File: config.mk
export PLATFORM = sky130hd
export DESIGN_NAME = sample_slot_arbiter_flat
export DESIGN_NICKNAME = d
export VERILOG_FILES = /design/src/rtl/sample_slot_arbiter_if.sv /design/src/rtl/sample_slot_arbiter.sv /design/src/flat_wrapper.sv
export SDC_FILE = /design/constraint.sdc
export NUM_CORES = 1
export LEC_CHECK = 0
export CAP_MARGIN = 20
export CELL_PAD_IN_SITES_DETAIL_PLACEMENT = 1
export CELL_PAD_IN_SITES_GLOBAL_PLACEMENT = 2
export CORE_AREA = 2 2 92 94
export CTS_BUF_LIST = sky130_fd_sc_hd__clkbuf_2
export DETAILED_ROUTE_END_ITERATION = 8
export DIE_AREA = 0 0 94 96
export GPL_TIMING_DRIVEN = 0
export PLACE_DENSITY = 0.95
export SYNTH_ARGS = -nofsm -noshare
export SYNTH_HDL_FRONTEND = slang
export SYNTH_SLANG_ARGS = --single-unit
File: constraint.sdc
create_clock -name clock -period 5.8 [get_ports clock]
set_input_delay 1.74 -clock clock [delete_from_list [all_inputs] [get_ports clock]]
set_output_delay 1.74 -clock clock [all_outputs]
set_load 0.02 [all_outputs]
File: src/rtl/sample_slot_arbiter_if.sv
// Shared sampling port between four requesters and the slot arbiter.
// The arbiter side uses the slave modport, requesters the master modport.
interface sample_slot_arbiter_if;
  logic [3:0]  req;
  logic [3:0]  x;
  logic [63:0] d_bus;
  logic [3:0]  ack;
  logic        upd;
  logic [1:0]  gnt_id;
  logic [3:0]  a3_a0;
  logic [7:0]  z7_z0;
  logic [7:0]  idle_slots;

  modport master (
    output req,
    output x,
    output d_bus,
    input  ack,
    input  upd,
    input  gnt_id,
    input  a3_a0,
    input  z7_z0,
    input  idle_slots
  );

  modport slave (
    input  req,
    input  x,
    input  d_bus,
    output ack,
    output upd,
    output gnt_id,
    output a3_a0,
    output z7_z0,
    output idle_slots
  );
endinterface

File: src/rtl/sample_slot_arbiter.sv
// Periodic round-robin slot scheduler for a shared nibble/byte port.
// One grant per PERIOD enabled cycles; all outputs are registered.
module sample_slot_arbiter #(
  parameter int unsigned PERIOD = 10
) (
  input  logic                  clock,
  input  logic                  reset_,
  input  logic                  en,
  sample_slot_arbiter_if.slave  bus
);

  localparam int unsigned CW = (PERIOD > 2) ? $clog2(PERIOD) : 1;

  typedef logic [CW-1:0] cnt_t;

  localparam cnt_t RELOAD = cnt_t'(PERIOD - 1);

  cnt_t        count_q, count_d;
  logic [1:0]  last_q, last_d;
  logic [3:0]  ack_q, ack_d;
  logic        upd_q, upd_d;
  logic [1:0]  gnt_q, gnt_d;
  logic [3:0]  a_q, a_d;
  logic [7:0]  z_q, z_d;
  logic [7:0]  idle_q, idle_d;

  logic        slot;
  logic        hit;
  logic [1:0]  pick;
  logic [1:0]  idx;
  logic [15:0] sel_w;

  assign slot = en && (count_q == '0);

  // Scan last+1 .. last+4 (mod 4); the first set request wins.
  always_comb begin
    pick = last_q;
    hit  = 1'b0;
    idx  = last_q;
    for (int k = 1; k <= 4; k++) begin
      idx = last_q + 2'(k);
      if (!hit && bus.req[idx]) begin
        hit  = 1'b1;
        pick = idx;
      end
    end
  end

  assign sel_w = bus.d_bus[16*pick +: 16];

  always_comb begin
    count_d = count_q;
    last_d  = last_q;
    ack_d   = '0;
    upd_d   = 1'b0;
    gnt_d   = gnt_q;
    a_d     = a_q;
    z_d     = z_q;
    idle_d  = idle_q;
    if (en) begin
      count_d = slot ? RELOAD : count_q - cnt_t'(1);
    end
    if (slot) begin
      if (hit) begin
        a_d    = bus.x[pick] ? sel_w[11:8] : sel_w[15:12];
        z_d    = sel_w[7:0];
        gnt_d  = pick;
        last_d = pick;
        ack_d  = 4'b0001 << pick;
        upd_d  = 1'b1;
      end else if (idle_q != 8'hFF) begin
        idle_d = idle_q + 8'd1;
      end
    end
  end

  always_ff @(posedge clock) begin
    if (reset_) begin
      count_q <= RELOAD;
      last_q  <= 2'd3;
      ack_q   <= '0;
      upd_q   <= 1'b0;
      gnt_q   <= '0;
      a_q     <= '0;
      z_q     <= '0;
      idle_q  <= '0;
    end else begin
      count_q <= count_d;
      last_q  <= last_d;
      ack_q   <= ack_d;
      upd_q   <= upd_d;
      gnt_q   <= gnt_d;
      a_q     <= a_d;
      z_q     <= z_d;
      idle_q  <= idle_d;
    end
  end

  assign bus.ack        = ack_q;
  assign bus.upd        = upd_q;
  assign bus.gnt_id     = gnt_q;
  assign bus.a3_a0      = a_q;
  assign bus.z7_z0      = z_q;
  assign bus.idle_slots = idle_q;

endmodule

File: src/flat_wrapper.sv
// flat-port wrapper written by rule: the top's interface ports become plain ports
module sample_slot_arbiter_flat 
#(
  parameter int unsigned PERIOD = 10
)
  (clock, reset_, en, bus_req, bus_x, bus_d_bus, bus_ack, bus_upd, bus_gnt_id, bus_a3_a0, bus_z7_z0, bus_idle_slots);
  sample_slot_arbiter_if bus_i ();
  input  logic clock;
  input  logic reset_;
  input  logic en;
  input wire logic [$bits(bus_i.req)-1:0] bus_req;
  input wire logic [$bits(bus_i.x)-1:0] bus_x;
  input wire logic [$bits(bus_i.d_bus)-1:0] bus_d_bus;
  output wire logic [$bits(bus_i.ack)-1:0] bus_ack;
  output wire logic [$bits(bus_i.upd)-1:0] bus_upd;
  output wire logic [$bits(bus_i.gnt_id)-1:0] bus_gnt_id;
  output wire logic [$bits(bus_i.a3_a0)-1:0] bus_a3_a0;
  output wire logic [$bits(bus_i.z7_z0)-1:0] bus_z7_z0;
  output wire logic [$bits(bus_i.idle_slots)-1:0] bus_idle_slots;
  assign bus_i.req = bus_req;
  assign bus_i.x = bus_x;
  assign bus_i.d_bus = bus_d_bus;
  assign bus_ack = bus_i.ack;
  assign bus_upd = bus_i.upd;
  assign bus_gnt_id = bus_i.gnt_id;
  assign bus_a3_a0 = bus_i.a3_a0;
  assign bus_z7_z0 = bus_i.z7_z0;
  assign bus_idle_slots = bus_i.idle_slots;
  sample_slot_arbiter #(.PERIOD(PERIOD)) u_core (.clock(clock), .reset_(reset_), .en(en), .bus(bus_i));
endmodule
# Word level (Yosys, flattened, before mapping)
# Cells that the tools add are included.
# classes
n_lt_le_gt_ge	5
add_sub_neg	5
n_mux	21
reduce_logical	12
eq_ne	1
bitwise	2
shifts	2
# op_table
op	n
64-bit by 7-bit variable part select with 16-bit output	1
2-bit by 3-bit < comparator with 1-bit output, second input constant	5
1-bit binary-select mux with 2-bit select	5
1-bit 2-to-1 mux	10
8-bit by 1-bit adder with 8-bit output, second input constant	1
2-bit 2-to-1 mux	4
4-bit 2-to-1 mux	2
8-bit inequality test, second input constant	1
2-bit adder, second input constant	2
1-bit logical AND	4
4-bit zero test	1
1-bit by 2-bit << shifter with 4-bit output, first input constant	1
4-bit by 1-bit subtractor with 4-bit output, second input constant	1
1-bit zero test	3
3-bit AND reduction	1
3-bit OR reduction	1
2-bit by 1-bit adder with 2-bit output, second input constant	1
1-bit NOT	2
2-bit AND reduction	1
2-bit OR reduction	1
# totals
reg_bits	33
in_bits	75
wordCells	56

# Depth between registers and ports, before layout
# depth
word_depth	16
mapped_depth	8
mapped_depth_nobuf	7

# Worst setup path after synthesis
# OpenSTA, ideal clock, no wires.
# synth_timing
path_type	input-to-reg
start	input port bus_req[3]
end	register u_core.a_q[1], in the netlist u_core.bus.a3_a0[1]
required_time_ns	5.681
n_path_buf	1
stages	7
path_slack_ns	2.333
arrival_ns	3.349
path_cell_list	nand2b_1 -> o21ai_1 -> a221oi_2 -> buf_6 -> mux4_2 -> a31o_1 -> o221a_1
# synth_between
elab_chain_len	15
elab_cells_between_ends	27
cone_classes	1 x shift; 19 x mux; 7 x reduce/logical
# synth_rtl
element	line	rtl
start, declared	flat_wrapper.sv:11	input wire logic [$bits(bus_i.req)-1:0] bus_req;
branches (longest 15 deep; another with 1-bit binary-select mux with 2-bit select)	n/a	
end signal, assigned	sample_slot_arbiter.sv:84	a_q <= '0;
end signal, assigned	sample_slot_arbiter.sv:93	a_q <= a_d;
end, declared	sample_slot_arbiter.sv:23	logic [3:0] a_q, a_d;
# Several ways; the timed one is not identified. The select of a mux whose other input is x is not followed.
# A chain may end at the register's enable or synchronous reset.

# Worst setup path after layout
# layout_timing
start	input port bus_req[0]
end	register u_core.a_q[1], in the netlist u_core.bus.a3_a0[1]
# The elaborated chain is that of the path after synthesis.

==> flow_summary.toml <==
[layout]
multi_input_area_mm2 = 0.00120
stdcell_count = 412
syn_to_final_growth_pct = 60.2
utilization = 0.388
drive_gt1_frac = 0.137
fin_area_mm2 = 0.00312
nets = 384
fillers = 945
seq_area_um2 = 661
diodes = 0

[placed_design]
dp_hpwl_um = 5160
gp_congestion = 0.798
pre_cts_ws_ns = 1.58
dp_cells = 404
portBuffers = 100
placed_area_mm2 = 0.00308

[floorplanning]
die_x_um = 94
pin_count = 102
core_area_mm2 = 0.00805
rows = 33
die_h_um = 96
die-area_mm2 = 0.00902
start_util = 0.242

[synthesis]
synthArstFlopShare = 0
netlist-cell-type-count = 43
yosysTopAreaCellShare = 0.339
syn_inst = 199
yosysSeqAreaShare = 0.339
postSynthAreaPerCell_um2 = 9.79
synthTopCellsByArea = "dfxtp_1, mux2i_1, mux4_2"
synth_edf_count = 0
syn-cell-area_mm2 = 0.00195
yosys.area.top_type = "dfxtp_1"
ys.flop_type = "dfxtp_1"
post-synth-top-count-cell = "dfxtp_1"
ys_top_cells_by_count = "dfxtp_1, nor2_1, mux2i_1"
ys.warnings.count = 0
syn-num-nets = 277
ys_ff_latch = 33

[setup_path]
crit_path_end_kind = "flop"
crit_type = "in -> reg"
crit_required_ns = 6.07
crit_fanout = 10
crit_arrival_ns = 4.08
cp-start-kind = "input port"

[run_status]
status = "completed"

[global_routing]
antenna_found_initial = 0
grt_use_total = 0.144
grt_max_degree = 11
grt_overflow_total = 0
grt_pass1_wl_um = 10100
grt_pass1_vias = 2046

[routing]
dr.pass1.iters = 4
routed_via_density = 4.69
drc = 0
drt_wl_total_um = 6350
drt_iter0_markers = 53
avgRoutedWirePerCell_um = 15.4
postRouteAntennaNets = 0
vias = 1933

[sta]
tns_ns = 0
fmax_mhz = 263
tightest_slew_ns = 0.510
drv_slew = 0
setup_ws_ns = 1.99
grt_setup_unrepaired = "no"
relSlewSlack = 0.660
fin_hold_ws_ns = 0.486
skew_ns = 0.0217
min_period_over_period = 0.656
hold_violations = 0
finalSetupViolations = 0
post-route-min-period_ns = 3.81

[cts]
ctsHtreeMaxLevel = 2
cts_buffers = 5
cts_sinks = 33
clockBufferDepth = 2
cts-root-buf = "clkbuf_2"
clock_latency_ns = 0.37
cts_setup_buffers = 0
cts_resized = 0
cts_tree = "yes"
clkSlewWorstSetupHoldPaths_ns = 0.16
hold_buffers = 0

[power_and_ir_drop]
vdd_drop_max_v = 0.0000568
p_leak_nw = 1.11
p_total_uw = 475
cellPowerDensity_mw_per_mm2 = 152

[run]
cap_violations = 0

[min_path]
holdCritPathClass = "reg -> reg"
flip-flops by register name, summed over array words and instances (netlist names):
register	cells
u_core.last_q	2
u_core.bus.idle_slots	8
u_core.bus.a3_a0	4
u_core.count_q	4
u_core.bus.upd	1
u_core.bus.z7_z0	8
u_core.bus.ack	4
u_core.bus.gnt_id	2
area by class of cell:
cell class,instances,share of cell area
buffer,12,0.0237
clock buffer,6,0.00962
clock inverter,2,0.00321
inverter,4,0.00481
multi-input combinational,150,0.384
sequential,33,0.212
tap,105,0.0421
timing repair buffer,100,0.321
routing by layer:
| metal | GRT usage | vias to the layer above | share of wire |
|---|---|---|---|
| met2 | 0.250 | 57 | 0.51 |
| met4 | 0.0350 | 0 | 0.011 |
| met3 | 0.0572 | 10 | 0.080 |
| li1 | - | 938 | - |
| met5 | 0 | - | 0 |
| met1 | 0.166 | 928 | 0.40 |
report_power, final:
part / switching (mW) / total, mW / internal [mW]
combinational: 0.0464 / 0.132 / 0.0858
sequential: 0.00300 / 0.234 / 0.231
clock: 0.0790 / 0.109 / 0.0303
total: 0.128 / 0.475 / 0.347
worst paths after layout:
path	start	to	slack (ns)	depth (start not counted)
max reg2reg	u_core.last_q[0]	u_core.bus.a3_a0[1]	3.38	7
min reg2reg	u_core.bus.z7_z0[5]	u_core.bus.z7_z0[5]	0.49	2
min	u_core.bus.z7_z0[5]	u_core.bus.z7_z0[5]	0.49	2
max	bus_req[0]	u_core.bus.a3_a0[1]	1.99	7
kinds of logic after synthesis:
| group | after synthesis | synth area share |
|---|---|---|
| muxes | 34 | 0.233 |
| buffers and inverters | 16 | 0.0456 |
| adders and majority gates | 3 | 0.0193 |
| DFF | 33 | 0.339 |
| and+or+nand+nor | 71 | 0.198 |
| xor gates and xnor gates | 8 | 0.0360 |
| AOI/OAI and AO/OA | 34 | 0.128 |
cells in the final DEF, fill, tap and decap left out, drive strengths merged, types with 3 or more instances in the layout:
master | synthesis | final
a21oi | 6 | 6
a31o | 4 | 4
and3 | 3 | 3
buf | 6 | 6
clkbuf | 6 | 12
clkdlybuf4s50 | 0 | 100
dfxtp | 33 | 33
ha | 3 | 3
inv | 4 | 4
mux2 | 8 | 8
mux2i | 18 | 18
mux4 | 8 | 8
nand2 | 10 | 10
nand2b | 5 | 5
nand3 | 3 | 3
nand3b | 8 | 8
nand4 | 3 | 3
nor2 | 19 | 19
nor3 | 4 | 4
o21ai | 11 | 11
o221a | 4 | 4
or2 | 10 | 10
xnor2 | 3 | 3
xor2 | 5 | 5
worst max-delay path, cell delays in order:
cell and delay [ns]:
clkdlybuf4s50_1 0.55, o21ai_1 0.12, a221oi_2 0.48, buf_6 0.24, mux4_2 0.52, a31o_1 0.19, o221a_1 0.23
No activity file was read; power rests on OpenSTA's default activity.
